### src/rtl/microseq_controller.sv
// -----------------------------------------------------------------------------
// microseq_controller
//
// Micro-sequenced controller for the X/Y/Z register blocks and the ALU.
// Instructions arrive over a valid/ready handshake. Single-step opcodes issue
// one registered control word. The REP_ADD macro-op issues rep+1 consecutive
// ADD words. The MUL macro-op issues MUL_ITER add/shift pairs, and the add
// half of each pair loads Y only when y_lsb is set.
//
// Ports
//   clock        system clock, rising edge
//   reset_n      asynchronous active-low reset
//   instr_valid  instruction present on opcode/rep
//   instr_ready  controller can accept (combinational, state == IDLE)
//   opcode       instruction opcode (OP_W bits)
//   rep          REP_ADD repeat count (CNT_W bits), issues rep+1 adds
//   y_lsb        current LSB of Y, sampled in the add half of a MUL step
//   Tx/Ty/Tz     register control words: HOLD=0, LOAD=1, CLEAR=2, SHR=3
//   Tula         ALU select: 0 = add, 1 = pass X
//   busy         macro-op in progress
//   done         pulse on the final control word of any legal instruction
//   illegal      pulse for an unrecognised opcode
// -----------------------------------------------------------------------------
module microseq_controller #(
    parameter int OP_W     = 4,
    parameter int CTL_W    = 4,
    parameter int CNT_W    = 4,
    parameter int MUL_ITER = 8
) (
    input  logic             clock,
    input  logic             reset_n,
    input  logic             instr_valid,
    output logic             instr_ready,
    input  logic [OP_W-1:0]  opcode,
    input  logic [CNT_W-1:0] rep,
    input  logic             y_lsb,
    output logic [CTL_W-1:0] Tx,
    output logic [CTL_W-1:0] Ty,
    output logic [CTL_W-1:0] Tz,
    output logic             Tula,
    output logic             busy,
    output logic             done,
    output logic             illegal
);

    localparam int IT_W = (MUL_ITER > 1) ? $clog2(MUL_ITER) : 1;

    localparam logic [CTL_W-1:0] C_HOLD  = CTL_W'(0);
    localparam logic [CTL_W-1:0] C_LOAD  = CTL_W'(1);
    localparam logic [CTL_W-1:0] C_CLEAR = CTL_W'(2);
    localparam logic [CTL_W-1:0] C_SHR   = CTL_W'(3);

    localparam logic [OP_W-1:0] OP_CLEAR_ADD   = OP_W'(0);
    localparam logic [OP_W-1:0] OP_ADD_LOAD    = OP_W'(1);
    localparam logic [OP_W-1:0] OP_ADD         = OP_W'(2);
    localparam logic [OP_W-1:0] OP_SHIFT_RIGHT = OP_W'(3);
    localparam logic [OP_W-1:0] OP_DISP        = OP_W'(4);
    localparam logic [OP_W-1:0] OP_REP_ADD     = OP_W'(5);
    localparam logic [OP_W-1:0] OP_MUL         = OP_W'(6);

    localparam logic [IT_W-1:0] IT_LAST = IT_W'(MUL_ITER - 1);

    typedef enum logic [1:0] {
        S_IDLE,
        S_REP,
        S_M_ADD,
        S_M_SHR
    } state_e;

    // One registered control word: Tx, Ty, Tz and ALU select.
    typedef struct packed {
        logic [CTL_W-1:0] tx;
        logic [CTL_W-1:0] ty;
        logic [CTL_W-1:0] tz;
        logic             tula;
    } word_t;

    localparam word_t W_IDLE      = '{C_HOLD,  C_HOLD,  C_HOLD,  1'b0};
    localparam word_t W_CLEAR_ADD = '{C_LOAD,  C_CLEAR, C_CLEAR, 1'b1};
    localparam word_t W_ADD_LOAD  = '{C_LOAD,  C_LOAD,  C_HOLD,  1'b0};
    localparam word_t W_ADD       = '{C_HOLD,  C_LOAD,  C_HOLD,  1'b0};
    localparam word_t W_SHR       = '{C_HOLD,  C_SHR,   C_HOLD,  1'b1};
    localparam word_t W_DISP      = '{C_CLEAR, C_CLEAR, C_LOAD,  1'b0};

    state_e           state_q,   state_d;
    word_t            word_q,    word_d;
    logic [CNT_W-1:0] cnt_q,     cnt_d;
    logic [IT_W-1:0]  it_q,      it_d;
    logic             busy_q,    busy_d;
    logic             done_q,    done_d;
    logic             illegal_q, illegal_d;

    // NOTE: every signal written here gets a default before the case so no
    // path leaves it unassigned; that is what keeps this block latch-free.
    always_comb begin
        state_d   = state_q;
        word_d    = W_IDLE;
        cnt_d     = cnt_q;
        it_d      = it_q;
        done_d    = 1'b0;
        illegal_d = 1'b0;

        unique case (state_q)
            S_IDLE: begin
                // instr_ready is 1 in IDLE, so valid alone means accept.
                if (instr_valid) begin
                    case (opcode)
                        OP_CLEAR_ADD:   begin word_d = W_CLEAR_ADD; done_d = 1'b1; end
                        OP_ADD_LOAD:    begin word_d = W_ADD_LOAD;  done_d = 1'b1; end
                        OP_ADD:         begin word_d = W_ADD;       done_d = 1'b1; end
                        OP_SHIFT_RIGHT: begin word_d = W_SHR;       done_d = 1'b1; end
                        OP_DISP:        begin word_d = W_DISP;      done_d = 1'b1; end
                        OP_REP_ADD: begin
                            word_d = W_ADD;
                            cnt_d  = rep;
                            if (rep == '0) begin
                                done_d = 1'b1;
                            end else begin
                                state_d = S_REP;
                            end
                        end
                        OP_MUL: begin
                            // Accept cycle issues nothing; the first add
                            // half follows in M_ADD.
                            it_d    = IT_LAST;
                            state_d = S_M_ADD;
                        end
                        default: illegal_d = 1'b1;
                    endcase
                end
            end

            S_REP: begin
                word_d = W_ADD;
                cnt_d  = cnt_q - CNT_W'(1);
                // The word that takes cnt to zero is the last one.
                if (cnt_q == CNT_W'(1)) begin
                    done_d  = 1'b1;
                    state_d = S_IDLE;
                end
            end

            S_M_ADD: begin
                word_d    = W_ADD;
                word_d.ty = y_lsb ? C_LOAD : C_HOLD;
                state_d   = S_M_SHR;
            end

            S_M_SHR: begin
                word_d = W_SHR;
                if (it_q == '0) begin
                    done_d  = 1'b1;
                    state_d = S_IDLE;
                end else begin
                    it_d    = it_q - IT_W'(1);
                    state_d = S_M_ADD;
                end
            end

            default: state_d = S_IDLE;
        endcase
    end

    // busy is registered alongside the word, so it is high exactly while the
    // registered state is a macro-op state.
    assign busy_d = (state_d != S_IDLE);

    // NOTE: sequential state uses non-blocking assignments so every flop
    // samples the pre-edge values regardless of statement order.
    always_ff @(posedge clock or negedge reset_n) begin
        if (!reset_n) begin
            state_q   <= S_IDLE;
            word_q    <= W_IDLE;
            cnt_q     <= '0;
            it_q      <= '0;
            busy_q    <= 1'b0;
            done_q    <= 1'b0;
            illegal_q <= 1'b0;
        end else begin
            state_q   <= state_d;
            word_q    <= word_d;
            cnt_q     <= cnt_d;
            it_q      <= it_d;
            busy_q    <= busy_d;
            done_q    <= done_d;
            illegal_q <= illegal_d;
        end
    end

    assign instr_ready = (state_q == S_IDLE);
    assign Tx          = word_q.tx;
    assign Ty          = word_q.ty;
    assign Tz          = word_q.tz;
    assign Tula        = word_q.tula;
    assign busy        = busy_q;
    assign done        = done_q;
    assign illegal     = illegal_q;

endmodule

### config.mk
export PLATFORM = sky130hd
export DESIGN_NAME = microseq_controller
export DESIGN_NICKNAME = d
export VERILOG_FILES = /design/src/rtl/microseq_controller.sv
export SDC_FILE = /design/constraint.sdc
export NUM_CORES = 1
export LEC_CHECK = 0
export CAP_MARGIN = 5
export CORE_MARGIN = 5
export CORE_UTILIZATION = 50
export DETAILED_ROUTE_END_ITERATION = 16
export GPL_TIMING_DRIVEN = 1
export PLACE_DENSITY_LB_ADDON = 0.08
export SLEW_MARGIN = 20
export SYNTH_ARGS = -nofsm -noshare
export SYNTH_HDL_FRONTEND = slang
export SYNTH_SLANG_ARGS = --single-unit
### constraint.sdc
create_clock -name clock -period 2.08 [get_ports clock]
set_input_delay 0.624 -clock clock [delete_from_list [all_inputs] [get_ports clock]]
set_output_delay 0.624 -clock clock [all_outputs]
set_load 0.01 [all_outputs]
==> out/results.tsv <==
metric	value	unit
drt first pass iters	4	
f_max	544	MHz
sequential cell area	450	sq um
Most used DFF post-synth	dfrtp_1	
Setup Crit Path Kind	input pin to flip-flop	
Yosys top cell area share	43.7	%
global-route wire length before repair	4.02	mm
vias per std cell	5.41	
Hold Path Class	flip-flop to flip-flop	
CP Cell Sequence	clkdlybuf4s50_1 -> or3b_1 -> or3_1 -> o21ai_1	
synth unique cells	43	
flops & latches, synth	18	
CTS tree	done	
row count	16	
synthesis-to-layout area growth	34.3	%
clk sink count	18	
clk_lat worst skew	0.29	ns
DP Wirelength	1.85	mm
Yosys top cell by area	dfrtp_1	
Final Hold Viols	0	
Clock transition at path regs	0.11	ns
final clock skew	0.00237	ns
hold slack	0.523	ns
crit-path max cell delay	0.51	ns
max-cap viol count	0	
Post-synth EDFFs	0	
cell area after synthesis	1030	sq um
clk buf depth	2	
final worst path period need	1.84	ns
Worst setup SP type	input pin	
WP data arrival	2.06	ns
number of setup buffers added after CTS	0	
vias in the first global route	912	
routability cong.	0.893	
CTS Hold Buffers Added	0	
maximum VDD drop	0.771	mV
Inst Count DP	162	
Syn Inst Count	104	
Post-synth top cells	dfrtp_1, buf_4, inv_1, nand2_1, nor2_1	
RSZ-0062 raised after global routing	no	
vias after detailed routing	898	
CTS Buf Count	3	
Mean Syn Cell Area	9.91	sq um
top-level port count	29	
H-tree Lvls	1	
CP endpoint kind	flip-flop	
Fill cells	170	
outcome	completed	
share of cells above drive strength 1	15.8	%
FFs w/ async S/R, synth	100	%
GRT Residual Overflow	0	
starting DRC count in detailed routing	10	
post-route ant nets	0	
GRT Util Overall	16.1	%
pwr dens	1110	nW/um^2
Post-Layout Cell Count	166	
top-count cell post-synth	dfrtp_1	
Req. time, crit path	2.31	ns
Ys Warns	0	
antenna cells	0	
DRT Wirelength	2.36	mm
initial antenna violation count	0	
root buffer cell	clkbuf_4	
CP max stage cell	clkdlybuf4s50_1	
pins over their slew limit	0	
Die Span Y	55.4	um
DRC errors left	0	
Fin Setup TNS	0	ns
Seq/Total Area, Yosys	43.7	%
# setup viols final	0	
Die Area	3070	sq um
pin count of the biggest net entering global routing	19	
multi-input logic area	507	sq um
CP Max Fanout	4	
Core ar.	1960	sq um
Final Cycle Share	88.3	%
nets	156	
port buffer count	22	
WL per Instance	14.2	um
chip width	55.4	um
Leakage Power	0.000643	uW
Area contributors post-synth	dfrtp_1, buf_4, ha_1	
Initial Util	52.6	%
==> final timing paths <==
| check | from | endpoint | slack (ns) | depth (start not counted) |
|---|---|---|---|---|
| max reg2reg | state_q[1] | Tula | 0.48 | 4 |
| max in group asynchronous | reset_n | cnt_q[1] | 1.24 | 2 |
| min | it_q[2] | it_q[2] | 0.52 | 1 |
| min reg2reg | it_q[2] | it_q[2] | 0.52 | 1 |
| max | instr_valid | Tula | 0.24 | 4 |
| min in group asynchronous | reset_n | Tz[0] | 0.65 | 2 |
==> worst max-delay path, delay by kind of cell <==
family / cells / cell delay (ns)
AND/OR/NAND/NOR: 2 / 0.79
buffers and inverters: 1 / 0.51
AO/OA/AOI/OAI: 1 / 0.14
==> registers in the layout (all words and copies together), names as in the netlist <==
name,count
Tx,1
illegal,1
Tz,2
busy,1
Ty,2
done,1
state_q,2
Tula,1
cnt_q,4
it_q,3
==> cell families (layout without fill, tap and decap cells) <==
family,Yosys count,after routing,synth area share (%)
adder cells (fa/ha/maj),4,4,4.85
AND/OR/NAND/NOR,36,36,22.2
buffers and inverters,17,47,8.98
multiplexers,2,2,1.94
AO/OA/AOI/OAI,25,25,17.1
other,1,6,0.364
XOR/XNOR,1,1,0.850
flip-flops,18,18,43.7
==> routing by layer <==
layer | vias up | wire length, um | share of wire, % | track usage (%)
met1 | 438 | 931 | 40 | 17.2
li1 | 434 | - | - | -
met3 | 4 | 132 | 5.6 | 4.66
met2 | 22 | 1260 | 54 | 29.2
met4 | 0 | 29 | 1.2 | 6.94
met5 | - | 0 | 0 | 0
==> cell usage in the layout, fill, tap and decap left out, types with 2 or more instances in the layout <==
master           instances
nor2b_1                  3
a31oi_1                  2
nand3b_1                 2
conb_1                   6
o211ai_1                 2
clkbuf_4                 3
o21ai_0                  3
inv_1                    6
clkdlybuf4s50_1         21
o31ai_1                  2
ha_1                     4
mux2i_1                  2
o22ai_1                  2
a21oi_1                  3
buf_4                   15
dfrtp_1                 18
nand2_1                  6
and4bb_1                 2
nor3_1                   3
a2bb2oi_1                2
nor2_1                   6
nor3b_1                  3
==> per-stage QoR <==
stage | worst slack, ns | total power, uW | cell area (sq um) | utilization [%]
final | 0.243 | 1530 | 1390 | 70.6
after global routing | 0.213 | 1670 | 1390 | 70.6
after CTS | 0.0979 | 1550 | 1380 | 70.5
after detailed placement | -0.0386 | 1330 | 1350 | 68.6
after global placement | -0.0184 | 1300 | 1350 | 68.6
after floorplan | 0.446 | 1020 | 1050 | -
==> cell type report <==
type	instances	share of cell area [%]
Clock buffer	4	2.62
Sequential cell	18	32.5
Inverter	6	1.63
Timing Repair Buffer	37	24.2
Tap cell	27	2.44
Multi-Input combinational cell	74	36.6
==> power breakdown <==
| group | switching, uW | internal [uW] |
|---|---|---|
| sequential | 75.4 | 480 |
| combinational | 392 | 370 |
| clock | 111 | 107 |
| total | 578 | 957 |
==> timing repair <==
action                                 CTS  global route
setup endpoints to repair                0             1
endpoints found under the hold margin    0             0
gates resized for setup                  0             1
No activity file was read; power rests on OpenSTA's default activity.
